`config.mk`:
```
export PLATFORM = sky130hd
export DESIGN_NAME = scc68070_irq_ctrl
export DESIGN_NICKNAME = d
export VERILOG_FILES = /design/src/rtl/scc68070_irq_ctrl.sv
export SDC_FILE = /design/constraint.sdc
export NUM_CORES = 1
export LEC_CHECK = 0
export CAP_MARGIN = 20
export CORE_MARGIN = 10
export CORE_UTILIZATION = 40
export CTS_BUF_LIST = sky130_fd_sc_hd__clkbuf_4
export CTS_CLUSTER_DIAMETER = 150
export DETAILED_ROUTE_END_ITERATION = 10
export PLACE_DENSITY_LB_ADDON = 0.2
export SETUP_SLACK_MARGIN = 0.15
export SLEW_MARGIN = 10
export SYNTH_ARGS = -nofsm -noshare
export SYNTH_HDL_FRONTEND = slang
export SYNTH_SLANG_ARGS = --single-unit
```
`constraint.sdc`:
```
create_clock -name clk -period 15.56 [get_ports clk]
set_input_delay 3.112 -clock clk [delete_from_list [all_inputs] [get_ports clk]]
set_output_delay 3.112 -clock clk [all_outputs]
set_load 0.02 [all_outputs]
```
`src/rtl/scc68070_irq_ctrl.sv`:
```
// SCC68070 interrupt arbiter: level registers, IPL encoder and interrupt-acknowledge vector FSM.
// Optional MASK register is enabled by defining SCC_IRQ_MASK_EN.
//
// state | meaning
// IDLE  | waiting for iack_req
// SNAP  | pick the source at iack_level, latch vector
// ACK   | iack_ack pulse, clears a selected INT1/INT2 latch
// REL   | waiting for iack_req to drop
module scc68070_irq_ctrl #(
  parameter logic [7:0] ONCHIP_VEC_BASE = 8'h38,
  parameter logic [7:0] SPURIOUS_VEC    = 8'h18
) (
  input  logic       clk,
  input  logic       reset_n,
  input  logic       in2,
  input  logic       in4,
  input  logic       in5,
  input  logic       int1,
  input  logic       int2,
  input  logic       timer_irq,
  input  logic       i2c_irq,
  input  logic       urx_irq,
  input  logic       utx_irq,
  input  logic       reg_wr,
  input  logic [1:0] reg_sel,
  input  logic [7:0] reg_wdata,
  output logic [7:0] reg_rdata,
  output logic [2:0] ipl,
  input  logic       iack_req,
  input  logic [2:0] iack_level,
  output logic       iack_ack,
  output logic [7:0] iack_vector,
  output logic       iack_auto
);

  localparam logic [1:0] ST_IDLE = 2'd0;
  localparam logic [1:0] ST_SNAP = 2'd1;
  localparam logic [1:0] ST_ACK  = 2'd2;
  localparam logic [1:0] ST_REL  = 2'd3;

  localparam int SRC_N = 9;

  logic [2:0] r_int1_lvl, r_int2_lvl, r_timer_lvl, r_i2c_lvl, r_urx_lvl, r_utx_lvl;
  logic       r_int1_prev, r_int2_prev;
  logic       r_int1_lat, r_int2_lat;
  logic [1:0] r_state;
  logic [2:0] r_ipl;
  logic       r_ack;
  logic [7:0] r_vector;
  logic       r_auto;
  logic       r_sel_int1, r_sel_int2;

  logic [5:0] w_mask;
  logic [8:0] w_req;
  logic [2:0] w_lvl [SRC_N];
  logic [2:0] w_win;
  logic       w_hit;
  logic [3:0] w_hit_idx;
  logic [7:0] w_vec;
  logic       w_auto;
  logic       w_set1, w_set2, w_clr1, w_clr2;
  logic       w_unused_wdata;

  assign w_unused_wdata = ^{reg_wdata[7], reg_wdata[3]};

`ifdef SCC_IRQ_MASK_EN
  logic [5:0] r_mask;
  always_ff @(posedge clk or negedge reset_n) begin
    if (!reset_n) begin
      r_mask <= 6'h3F;
    end else if (reg_wr && (reg_sel == 2'd3)) begin
      r_mask <= reg_wdata[5:0];
    end
  end
  assign w_mask = r_mask;
`else
  assign w_mask = 6'h3F;
`endif

  always_ff @(posedge clk or negedge reset_n) begin
    if (!reset_n) begin
      r_int1_lvl  <= 3'd0;
      r_int2_lvl  <= 3'd0;
      r_timer_lvl <= 3'd0;
      r_i2c_lvl   <= 3'd0;
      r_urx_lvl   <= 3'd0;
      r_utx_lvl   <= 3'd0;
    end else if (reg_wr) begin
      case (reg_sel)
        2'd0: begin
          r_int1_lvl <= reg_wdata[6:4];
          r_int2_lvl <= reg_wdata[2:0];
        end
        2'd1: begin
          r_i2c_lvl   <= reg_wdata[6:4];
          r_timer_lvl <= reg_wdata[2:0];
        end
        2'd2: begin
          r_urx_lvl <= reg_wdata[6:4];
          r_utx_lvl <= reg_wdata[2:0];
        end
        default: ;
      endcase
    end
  end

  always_comb begin
    case (reg_sel)
      2'd0:    reg_rdata = {1'b0, r_int1_lvl, 1'b0, r_int2_lvl};
      2'd1:    reg_rdata = {1'b0, r_i2c_lvl, 1'b0, r_timer_lvl};
      2'd2:    reg_rdata = {1'b0, r_urx_lvl, 1'b0, r_utx_lvl};
      default: reg_rdata = {2'b00, w_mask};
    endcase
  end

  // Index order is the tie-break order, index 0 wins
  assign w_req = {in2, in4, in5,
                  utx_irq & w_mask[0], urx_irq & w_mask[1], i2c_irq & w_mask[2],
                  timer_irq & w_mask[3], r_int2_lat & w_mask[4], r_int1_lat & w_mask[5]};
  assign w_lvl[0] = r_int1_lvl;
  assign w_lvl[1] = r_int2_lvl;
  assign w_lvl[2] = r_timer_lvl;
  assign w_lvl[3] = r_i2c_lvl;
  assign w_lvl[4] = r_urx_lvl;
  assign w_lvl[5] = r_utx_lvl;
  assign w_lvl[6] = 3'd5;
  assign w_lvl[7] = 3'd4;
  assign w_lvl[8] = 3'd2;

  always_comb begin
    w_win     = 3'd0;
    w_hit     = 1'b0;
    w_hit_idx = 4'd0;
    for (int i = SRC_N - 1; i >= 0; i--) begin
      if (w_req[i] && (w_lvl[i] != 3'd0)) begin
        if (w_lvl[i] > w_win) w_win = w_lvl[i];
        if (w_lvl[i] == iack_level) begin
          w_hit     = 1'b1;
          w_hit_idx = 4'(i);
        end
      end
    end
  end

  always_comb begin
    w_vec  = SPURIOUS_VEC;
    w_auto = 1'b0;
    if (w_hit) begin
      if (w_hit_idx >= 4'd6) begin
        w_vec  = 8'h18 + {5'd0, iack_level};
        w_auto = 1'b1;
      end else begin
        w_vec  = ONCHIP_VEC_BASE + {5'd0, iack_level};
      end
    end
  end

  // A new edge in the clearing cycle keeps the latch set
  assign w_set1 = int1 & ~r_int1_prev & w_mask[5];
  assign w_set2 = int2 & ~r_int2_prev & w_mask[4];
  assign w_clr1 = (r_state == ST_ACK) & r_sel_int1;
  assign w_clr2 = (r_state == ST_ACK) & r_sel_int2;

  always_ff @(posedge clk or negedge reset_n) begin
    if (!reset_n) begin
      r_int1_prev <= 1'b0;
      r_int2_prev <= 1'b0;
      r_int1_lat  <= 1'b0;
      r_int2_lat  <= 1'b0;
      r_ipl       <= 3'd0;
    end else begin
      r_int1_prev <= int1;
      r_int2_prev <= int2;
      r_int1_lat  <= w_set1 | (r_int1_lat & ~w_clr1);
      r_int2_lat  <= w_set2 | (r_int2_lat & ~w_clr2);
      r_ipl       <= w_win;
    end
  end

  always_ff @(posedge clk or negedge reset_n) begin
    if (!reset_n) begin
      r_state    <= ST_IDLE;
      r_ack      <= 1'b0;
      r_vector   <= 8'd0;
      r_auto     <= 1'b0;
      r_sel_int1 <= 1'b0;
      r_sel_int2 <= 1'b0;
    end else begin
      r_ack <= 1'b0;
      case (r_state)
        ST_IDLE: if (iack_req) r_state <= ST_SNAP;
        ST_SNAP: begin
          r_state    <= ST_ACK;
          r_ack      <= 1'b1;
          r_vector   <= w_vec;
          r_auto     <= w_auto;
          r_sel_int1 <= w_hit && (w_hit_idx == 4'd0);
          r_sel_int2 <= w_hit && (w_hit_idx == 4'd1);
        end
        ST_ACK:  r_state <= ST_REL;
        ST_REL:  if (!iack_req) r_state <= ST_IDLE;
        default: r_state <= ST_IDLE;
      endcase
    end
  end

  assign ipl         = r_ipl;
  assign iack_ack    = r_ack;
  assign iack_vector = r_vector;
  assign iack_auto   = r_auto;

endmodule
```
======== Word-level counts from Yosys, hierarchy flattened ========
Index checks and enable logic that the tools add are counted.
operators by class
  add/subtract/negate cells ............... 2
  $lt $le $gt $ge ......................... 9
  equality and inequality tests ........... 17
  multiplexer cells ....................... 62
  bitwise logic cells ..................... 12
  reduce and logical (&&, ||, !) cells .... 21
operators with widths
  operator                                                                             count
  4-bit two-way mux                                                                    18
  3-bit two-way mux                                                                    16
  1-bit two-way mux                                                                    21
  7-bit one-hot mux with 3 select lines                                                1
  3-bit equality test                                                                  6
  3-bit > comparator                                                                   6
  3-bit nonzero test                                                                   6
  7-bit two-way mux                                                                    2
  1-bit logical AND                                                                    8
  2-bit one-hot mux with 4 select lines                                                1
  2-bit AND reduction                                                                  4
  6-bit by 3-bit adder with 7-bit output, first input constant                         1
  5-bit by 3-bit adder with 6-bit output, first input constant                         1
  1-bit AND                                                                            6
  2-bit equality test, second input constant                                           3
  3-bit equality test, first input constant                                            2
  3-bit > comparator, first input constant                                             2
  2-bit two-way mux                                                                    3
  2-bit by 1-bit equality test with 1-bit output, second input constant                2
  4-bit by 1-bit equality test with 1-bit output, second input constant                1
  4-bit by 3-bit greater-or-equal comparator with 1-bit output, second input constant  1
  2-bit logical NOT                                                                    2
  4-bit logical NOT                                                                    1
  2-bit != test, second input constant                                                 2
  3 further kinds                                                                      7
storage, ports and cells
  register bits after elaboration ......... 39
  input port bits ......................... 26
  output and inout bits ................... 21
  logic and storage cells ................. 140

======== Depth between registers and ports, before layout ========
Gate-level depths: netlist of run 1.
  depth in word-level cells ............... 25
  depth in mapped cells ................... 36
  mapped depth without buffers ............ 36

======== Least setup slack after synthesis of run 1 ========
OpenSTA, ideal clock, no wires.
  path type ............................... input to register
  start ................................... input port in5
  end ..................................... register r_ipl[0] (netlist: ipl[0])
  library setup time ...................... 0.133 ns
  data arrival time ....................... 9.797 ns
  required time ........................... 15.427 ns
  path slack .............................. 5.630 ns
  cell stages on the path ................. 35
  buffers on the path ..................... 0
  cell sequence ........................... nor2_1 > nand2_1 > ha_1 > nand3b_1 > a21o_2 > o21ai_0 > o31ai_1 > ha_1 > and3_1 > a211oi_1 > a31oi_1 > a21oi_1 > inv_1 > ha_1 > nand3b_1 > a21oi_1 > mux2_2 > ha_1 > a21oi_1 > a21oi_1 > a221o_1 > a21o_1 > and2_1 > ha_1 > nor2b_1 > o21a_1 > o211ai_1 > nor2_1 > a31o_2 > ha_1 > nor2b_1 > o21a_1 > o21a_1 > o31ai_1 > a31oi_1
on the way
  longest elaborated chain between the ends .. 19
ends and longest elaborated chain
  item                    RTL line  source
  start: declaration      17        input logic in5,
  3-bit two-way mux (*)   135       if (w_req[i] && (w_lvl[i] != 3'd0)) begin
  3-bit > comparator      136       if (w_lvl[i] > w_win) w_win = w_lvl[i];
  3-bit two-way mux       136
  3-bit two-way mux (*)   135
  3-bit > comparator      136
  3-bit two-way mux       136
  3-bit two-way mux (*)   135
  3-bit > comparator      136
  [... 4 more ...]        --
  3-bit two-way mux (*)   135
  3-bit > comparator      136
  3-bit two-way mux       136
  3-bit two-way mux (*)   135
  3-bit > comparator      136
  3-bit two-way mux       136
  3-bit two-way mux (*)   135
  net w_win[0]            56        logic [2:0] w_win;
  end signal: assignment  176       r_ipl <= w_win;
  end: declaration        47        logic [2:0] r_ipl;
The timed path passes the listed nets; every way through them passes the cells marked *.
A chain may end at the register's enable or synchronous reset.

======== Worst setup path in the final report of run 1 ========
  start ................................... input port in5
  end ..................................... register r_ipl[2] (netlist: ipl[2])
Same word-level chain as after synthesis.

==> results.txt, run 1 <==
----------------------------------------------------
[Yosys]
  Mean area per synthesized cell ... around 9.7 um2
  Count of mapped cells out of synthesis ... approximately 280
  Synthesized area ... roughly 2700 um2
  Unique cell type count in the Yosys netlist ... 49
  Number of flops mapped to enable cells by yosys ... 0
  Seq cells post-synth ... 36
  Dominant synthesized flop cell ... dfrtp_1
  Async set-reset flop share out of synthesis ... 1.00
  Sequential element share of the synthesized area ... 0.333
  Count of warnings emitted by yosys ... 0

[Worst setup path]
  Top fanout value on the critical path ... 7
  Critical Path Start ... in5
  Required time of the critical path ... 15.82 ns
  Worst EP arrival ... 11.61 ns
  Launch point of the worst reg-to-reg path ... r_utx_lvl[2]$_DFFE_PN0P_
  Critical path endpoint category ... flop
  Critical path class ... in2reg
  Sort of element at the start of the critical path ... input port
  Worst-case register-to-register setup slack ... roughly 7.2 ns
  End of the critical path ... ipl[2]$_DFF_PN0_
  Worst path max stage delay ... approximately 0.47 ns
  Logic depth of the worst register-to-register path ... 32
  End of the worst register-to-register path ... ipl[2]$_DFF_PN0_
  CP most frequent cell ... ha_1
  Crit-path slowest cell ... clkdlybuf4s50_1

[STA]
  Post-Route Setup TNS ... 0 ns
  Max-slew headroom ... 0.437
  Setup repair after global routing missed its margin ... false
  Setup-failing EPs final ... 0
  Clock tree skew after final layout ... roughly 0.011 ns
  Max frequency ... 0.0881 GHz
  Period utilisation layout ... 0.730
  Final count of hold timing violations ... 0
  Max-slew violation total from the final report ... 0
  Min Clock Period, post-route ... 11.35 ns
  Slew at the pin closest to its max-slew limit ... approximately 0.84 ns

[Outcome]
  Outcome ... finished clean

[Power]
  Reg power frac ... 0.294
  Switching share of power ... 0.450
  PwrDens ... around 160 nW/um2
  Share of power burned in the clock network ... 0.103
  Switching power total ... about 230 uW
  Portion of total power attributed to combinational logic ... 0.604
  Worst vdd ir ... 0.0877 mV
  Static leakage ... about 1.4 nW
  Cell internal pwr ... 283 uW

[GRT]
  Overall overflow remaining after global route ... 0
  GR Util All Layers ... 0.146
  Number of global-route vias before repair ... roughly 2.3k
  Maximum number of pins on one net before global-route repair ... 37
  Initial antenna violation count ... 0
  Global-route wire length before repair ... 12000 um

[CTS]
  Latest clock arrival within the worst-skew pair ... 0.36 ns
  Postcts setup bufs ... 0
  TritonCTS buffer count ... 5
  CTS Hold Buffers Added ... 0
  H-tree level count ... 2
  Clock tree root buffer cell ... clkbuf_4
  Total number of clock tree sinks ... 36
  Number of gates given a new drive strength after cts ... 0
  TritonCTS clock tree ... yes
  Maximum buffer depth of the clock tree ... 2
  Clock transition time at the flip-flop clock pins of the worst setup and hold paths ... 0.12 ns

[Drt]
  Wire length per cell after detailed routing ... 18.2 um
  Violation count after the first detailed-route iteration ... between 100 and 150
  Post-detailed-route DRC marker count ... 0
  Remaining number of nets flagged by the antenna check after routing ... 0
  Number of optimization iterations in the first detailed-route pass ... 5
  Total via count in the routed design ... 2246
  Post-detailed-route via-to-cell ratio ... around 5.7
  Total length of routed wires ... just over 7000 um

[Final layout]
  Net count of the finished layout ... between 300 and 400
  Area Overhead vs Synth ... 18.4%
  Proportion of layout cells with a drive suffix above 1 ... 0.119
  # diodes ... 0
  Design area ... between 3000 and 4000 um2

[Floorplan]
  Top-Level Pins ... 47
  Initial cell density of the core ... 0.419
  Die Y ... a little over 100 um
  Die width ... around 100 um
  Standard-cell row count ... 29
  Die Footprint ... between 10000 and 15000 um2
  Core area ... 6460 um2

[Place]
  Final estimated routing congestion in global placement ... around 0.88
  HPWL after DPL ... around 5600 um
  Dpl cell area ... 3150 um2
  I/O Buffers ... 41

[Min path]
  Worst min-delay path category ... reg2reg

[Job]
  Number of maximum-capacitance violations ... 0

----------------------------------------------------
-- worst min-delay path by stage --
| stage | from | endpoint | slack, ns | cells after the start |
|---|---|---|---|---|
| final | r_int2_prev$_DFF_PN0_ | r_int2_lat$_DFF_PN0_ | 0.42 | 1 |
| after global routing | r_int2_prev$_DFF_PN0_ | r_int2_lat$_DFF_PN0_ | 0.46 | 1 |
| after CTS | r_int2_prev$_DFF_PN0_ | r_int2_lat$_DFF_PN0_ | 0.43 | 1 |
| after detailed placement | r_int2_prev$_DFF_PN0_ | r_int2_lat$_DFF_PN0_ | 0.41 | 1 |
| after global placement | r_int1_prev$_DFF_PN0_ | r_int1_lat$_DFF_PN0_ | 0.40 | 1 |
| after floorplan | r_int1_prev$_DFF_PN0_ | r_int1_lat$_DFF_PN0_ | 0.40 | 1 |
-- power groups by stage --
| stage | Sequential, mW | Clock [mW] | Combinational [mW] |
|---|---|---|---|
| finish | 0.151 | 0.0529 | 0.311 |
| global route | 0.155 | 0.0586 | 0.353 |
| CTS | 0.151 | 0.0548 | 0.313 |
| detailed placement | 0.154 | 0 | 0.310 |
| global placement | 0.153 | 0 | 0.305 |
| floorplan | 0.159 | 0 | 0.213 |
-- per-stage QoR --
stage | hold slack (ns) | setup WS, ns | util | power [mW] | instances
2_1_floorplan | 0.400 | 5.63 | - | 0.372 | 281
3_3_place_gp | 0.403 | 4.09 | 0.488 | 0.458 | 387
3_5_place_dp | 0.411 | 4.03 | 0.488 | 0.464 | 387
4_1_cts | 0.429 | 4.36 | 0.497 | 0.519 | 395
5_1_grt | 0.455 | 3.34 | 0.497 | 0.567 | 395
6_report | 0.425 | 4.21 | 0.497 | 0.515 | 395
-- cell type report --
| class | count | area (um2) |
|---|---|---|
| timing repair buffer | 41 | 405 |
| sequential | 36 | 901 |
| clock buffer | 5 | 37.5 |
| tap | 77 | 96.3 |
| clock inverter | 3 | 18.8 |
| fill | 631 | 3250 |
| multi-input combinational | 217 | 1690 |
| inverter | 16 | 60.1 |
-- state kept, by name (all words and copies together) (netlist names) --
name / count
r_int2_lat: 1
r_int1_lvl: 3
r_urx_lvl: 3
iack_ack: 1
r_sel_int2: 1
r_int1_prev: 1
ipl: 3
r_int2_lvl: 3
r_int1_lat: 1
r_utx_lvl: 3
r_int2_prev: 1
iack_vector: 5
r_sel_int1: 1
iack_auto: 1
r_timer_lvl: 3
r_i2c_lvl: 3
r_state: 2
-- critical path, delay by kind of cell --
| kind | cells | cell delay [ns] |
|---|---|---|
| buffers and inverters | 2 | 0.55 |
| muxes | 2 | 0.69 |
| adders and majority gates | 6 | 1.74 |
| AOI/OAI and AO/OA | 14 | 3.83 |
| and+or+nand+nor | 11 | 1.67 |
-- cells in the final DEF (no fill, tap or decap), drive strengths merged, types with 2 or more instances in the layout --
cell type,count
o31ai,9
o211ai,4
o21ai,17
conb,3
mux2i,7
clkbuf,5
clkdlybuf4s50,40
nor2b,3
nand2,21
a221o,2
o21a,3
a2111oi,2
xnor2,2
mux2,18
nand3b,6
nor4,6
a21o,7
nand2b,2
a21oi,13
inv,16
clkinv,3
a211oi,3
nand3,7
o22a,5
and2,4
xor2,15
a31oi,7
a211o,2
dfrtp,36
nor2,9
and3,5
ha,23
-- synth_stat cells (6+ instances only) --
cell      instances  area (um2)
mux2_2           18         203
mux2i_1           7        70.1
a21o_1            6        45.0
xor2_1           15         131
nand3_1           7        35.0
inv_1            16        60.1
nand2_1          21        78.8
ha_1             23         288
o21ai_0          17        85.1
dfrtp_1          36         901
a31oi_1           7        43.8
o31ai_1           6        45.0
nor2_1            9        33.8
a21oi_1          12        60.1
nand3b_1          6        45.0
-- kinds of logic (layout without fill, tap and decap cells) --
group	after synthesis	after routing	synth area share
compound gates	81	81	0.216
xor+xnor	17	17	0.0550
fa+ha+maj	23	23	0.106
buf+inv	28	65	0.0471
flops	36	36	0.333
mux	25	25	0.101
other cells	1	3	0.00138
simple gates	68	68	0.141
-- routing by layer --
metal,vias to the layer above,share of wire,track usage
li1,1102,-,-
met1,1082,0.45,0.185
met2,51,0.48,0.243
met3,11,0.057,0.0290
met4,0,0.017,0.0456
met5,-,0,0
Note: power is estimated with default switching activity, not from simulation.
==> inputs of run 2 (changes only) <==
==> constraint.sdc (replaced) <==
create_clock -name clk -period 9.45 [get_ports clk]
set_input_delay 1.89 -clock clk [delete_from_list [all_inputs] [get_ports clk]]
set_output_delay 1.89 -clock clk [all_outputs]
set_load 0.02 [all_outputs]
==> run 2 against run 1 <==
Net effect: die area stayed put; first-iteration DRC count is 36% lower; sequential cell count stayed put; worst hold slack better by 0.0066 ns; power is 77% higher; largest cell class unchanged; global-route usage hardly changed; critical path depth is 1 lower; critical endpoint is now ipl[1]$_DFF_PN0_.
==> results.txt, run 2 (synthesized netlist as in run 1, its figures left out) <==
----------------------------------------------------
[Job]
  Number of maximum-capacitance violations ... 0 (unchanged)

[STA]
  Max frequency ... ~0.11 GHz
  Setup repair after global routing missed its margin ... false
  Max-slew headroom ... 0.450 (+0.0136)
  Slew at the pin closest to its max-slew limit ... 0.825 ns (-0.0204 ns)
  Post-Route Setup TNS ... 0 ns (unchanged)
  Setup-failing EPs final ... 0 (unchanged)
  Max-slew violation total from the final report ... 0 (unchanged)
  Final count of hold timing violations ... 0 (unchanged)
  Period utilisation layout ... 0.948
  Min Clock Period, post-route ... 8.96 ns
  Clock tree skew after final layout ... 0.00498 ns (-0.00618 ns)

[GRT]
  Maximum number of pins on one net before global-route repair ... 37 (unchanged)
  Met1 usage ... 0.187 (+0.00149)
  Met3 global-route usage ... 0.0283 (-0.000675)
  Number of global-route vias before repair ... 2312 (-0.47%)
  Met2 usage in global routing ... 0.245 (+0.00247)
  Global-route wire length before repair ... 12000 um (+0.64%)
  GR Util All Layers ... 0.146 (+0.000362)
  Overall overflow remaining after global route ... 0 (unchanged)
  Most used routing layer ... met2
  Initial antenna violation count ... 0 (unchanged)

[Power]
  PwrDens ... 270 nW/um2 (+68%)
  Share of power burned in the clock network ... 0.090 (-0.013)
  Total power after layout ... 910 uW (+77%)
  Static leakage ... 1.44 nW (+4.2%)
  Switching power total ... 403 uW (+74%)
  Portion of total power attributed to combinational logic ... 0.635 (+0.031)
  Cell internal pwr ... 508 uW (+79%)
  Reg power frac ... 0.275 (-0.019)
  Switching share of power ... 0.443 (-0.00772)
  Worst vdd ir ... 0.194 mV (+120%)

[Drt]
  Violation count after the first detailed-route iteration ... 74 (-36%)
  Total via count in the routed design ... 2244 (-0.089%)
  Total length of routed wires ... 7320 um (+1.6%)
  Number of optimization iterations in the first detailed-route pass ... 4 (-1)
  Post-detailed-route via-to-cell ratio ... 5.54 (-2.6%)
  Post-detailed-route DRC marker count ... 0 (unchanged)
  Remaining number of nets flagged by the antenna check after routing ... 0 (unchanged)
  Wire length per cell after detailed routing ... 18.1 um (-0.93%)

[Worst setup path]
  Required time of the critical path ... 9.68 ns (-6.14 ns)
  CP most frequent cell ... ha_1
  Critical path class ... in2reg
  Logic depth of the worst register-to-register path ... 33 (+3.1%)
  Top fanout value on the critical path ... 6 (-1)
  Worst EP arrival ... 9.19 ns (-2.42 ns)
  Critical path endpoint category ... flop
  Crit-path slowest cell ... clkdlybuf4s50_1
  Sort of element at the start of the critical path ... input port
  Worst path max stage delay ... 0.47 ns (about the same)

[Floorplan]
  Standard-cell row count ... 29 (unchanged)
  Die Footprint ... 10500 um2 (unchanged)
  Core area ... 6460 um2 (unchanged)
  Die width ... 102 um (unchanged)
  Initial cell density of the core ... 0.419 (unchanged)
  Die Y ... 102 um (unchanged)
  Top-Level Pins ... 47 (unchanged)

[Place]
  Dpl cell area ... 3220 um2 (+2.1%)
  HPWL after DPL ... 5690 um (+1.8%)
  I/O Buffers ... 41 (unchanged)
  Inst Count DP ... 396 (+2.3%)
  Final estimated routing congestion in global placement ... 0.891 (+0.95%)

[Final layout]
  Net count of the finished layout ... 377 (+3.0%)
  Leading cell types in the layout, fill and taps excluded ... 40 x clkdlybuf4s50_1, 36 x dfrtp_1, 23 x ha_1, 21 x nand2_1, 18 x mux2_2
  Post-Layout Cell Count ... 405 (+2.5%)
  Utilization after layout ... 0.522 (+0.0250)
  Max reg flops ... 5 (unchanged)
  Number of filler instances in the final layout ... 598 (-5.2%)
  Area Overhead vs Synth ... 24.3%
  Most common cell after layout, fill and taps aside ... clkdlybuf4s50_1
  Proportion of layout cells with a drive suffix above 1 ... 0.201 (+0.0817)
  Design area ... 3370 um2 (+5.0%)
  # diodes ... 0 (unchanged)

[CTS]
  Clock transition time at the flip-flop clock pins of the worst setup and hold paths ... 0.10 ns (-0.02 ns)
  Latest clock arrival within the worst-skew pair ... 0.35 ns (about the same)
  H-tree level count ... 2 (unchanged)
  Clock tree root buffer cell ... clkbuf_4
  TritonCTS clock tree ... yes
  TritonCTS buffer count ... 5 (unchanged)
  Total number of clock tree sinks ... 36 (unchanged)
  Maximum buffer depth of the clock tree ... 2 (unchanged)

[Min path]
  Worst min-delay path category ... reg2reg
  Cell depth of the worst hold path ... 1 (unchanged)

[Outcome]
  Outcome ... finished clean

----------------------------------------------------
run 2: cell count changes in the layout (fill, tap and decap cells not counted), moves of 3 or more:
cell,change
buf_4,+11
a21oi_1,-8
a21oi_2,+8
o31ai_1,-3
o31ai_2,+3
run 2: power groups by stage:
stage          clock network (mW)  logic [mW]  registers, mW
2_1_floorplan                   0       0.351          0.262
4_1_cts                    0.0835       0.543          0.250
3_5_place_dp                    0       0.539          0.253
6_report                   0.0817       0.578          0.250
3_3_place_gp                    0       0.527          0.252
5_1_grt                    0.0886       0.646          0.258
run 2: final cells by class:
class | count | area [um2] | area share
clock buffer | 6 | 45.0 | 0.0134
tap | 77 | 96.3 | 0.0286
clock inverter | 1 | 5.00 | 0.00149
inverter | 16 | 60.1 | 0.0178
timing repair buffer | 52 | 488 | 0.145
multi-input combinational | 217 | 1770 | 0.526
sequential | 36 | 901 | 0.267
run 2: path summary, 6_finish.rpt:
check                                         start                         end  slack (ns)
min in group asynchronous                   reset_n      r_state[0]$_DFFE_PN0P_        1.63
max                                             in4            ipl[1]$_DFF_PN0_        0.49
max in group asynchronous                   reset_n  r_timer_lvl[0]$_DFFE_PN0P_        7.30
min                           r_int1_prev$_DFF_PN0_        r_int1_lat$_DFF_PN0_        0.43
min reg2reg                   r_int1_prev$_DFF_PN0_        r_int1_lat$_DFF_PN0_        0.43
max reg2reg                r_utx_lvl[2]$_DFFE_PN0P_            ipl[1]$_DFF_PN0_        2.13
run 2: what timing repair did:
| item | CTS | global route |
|---|---|---|
| setup endpoints to repair | 0 | 3 |
| hold buffers | 0 | 0 |
| buffers inserted | 0 | 2 |
| gates resized for setup | 0 | 23 |
run 2: metrics by stage:
| step | hold slack [ns] | worst slack [ns] |
|---|---|---|
| after floorplan | 0.400 | 0.742 |
| after global placement | 0.409 | 0.0257 |
| after detailed placement | 0.424 | -0.137 |
| after CTS | 0.440 | 0.207 |
| after global routing | 0.454 | 0.108 |
| final | 0.431 | 0.487 |
run 2: worst max-delay path: cells and delay by family:
kind	cells	cell delay (ns)
adders and majority gates	6	1.67
and+or+nand+nor	8	1.24
muxes	1	0.35
buffers and inverters	3	0.84
AOI/OAI and AO/OA	16	3.16
run 2: routing by layer:
layer	wire, um	vias up
li1	-	1125
met1	3290	1065
met3	383	8
met4	74	0
met5	0	-
met2	3570	46
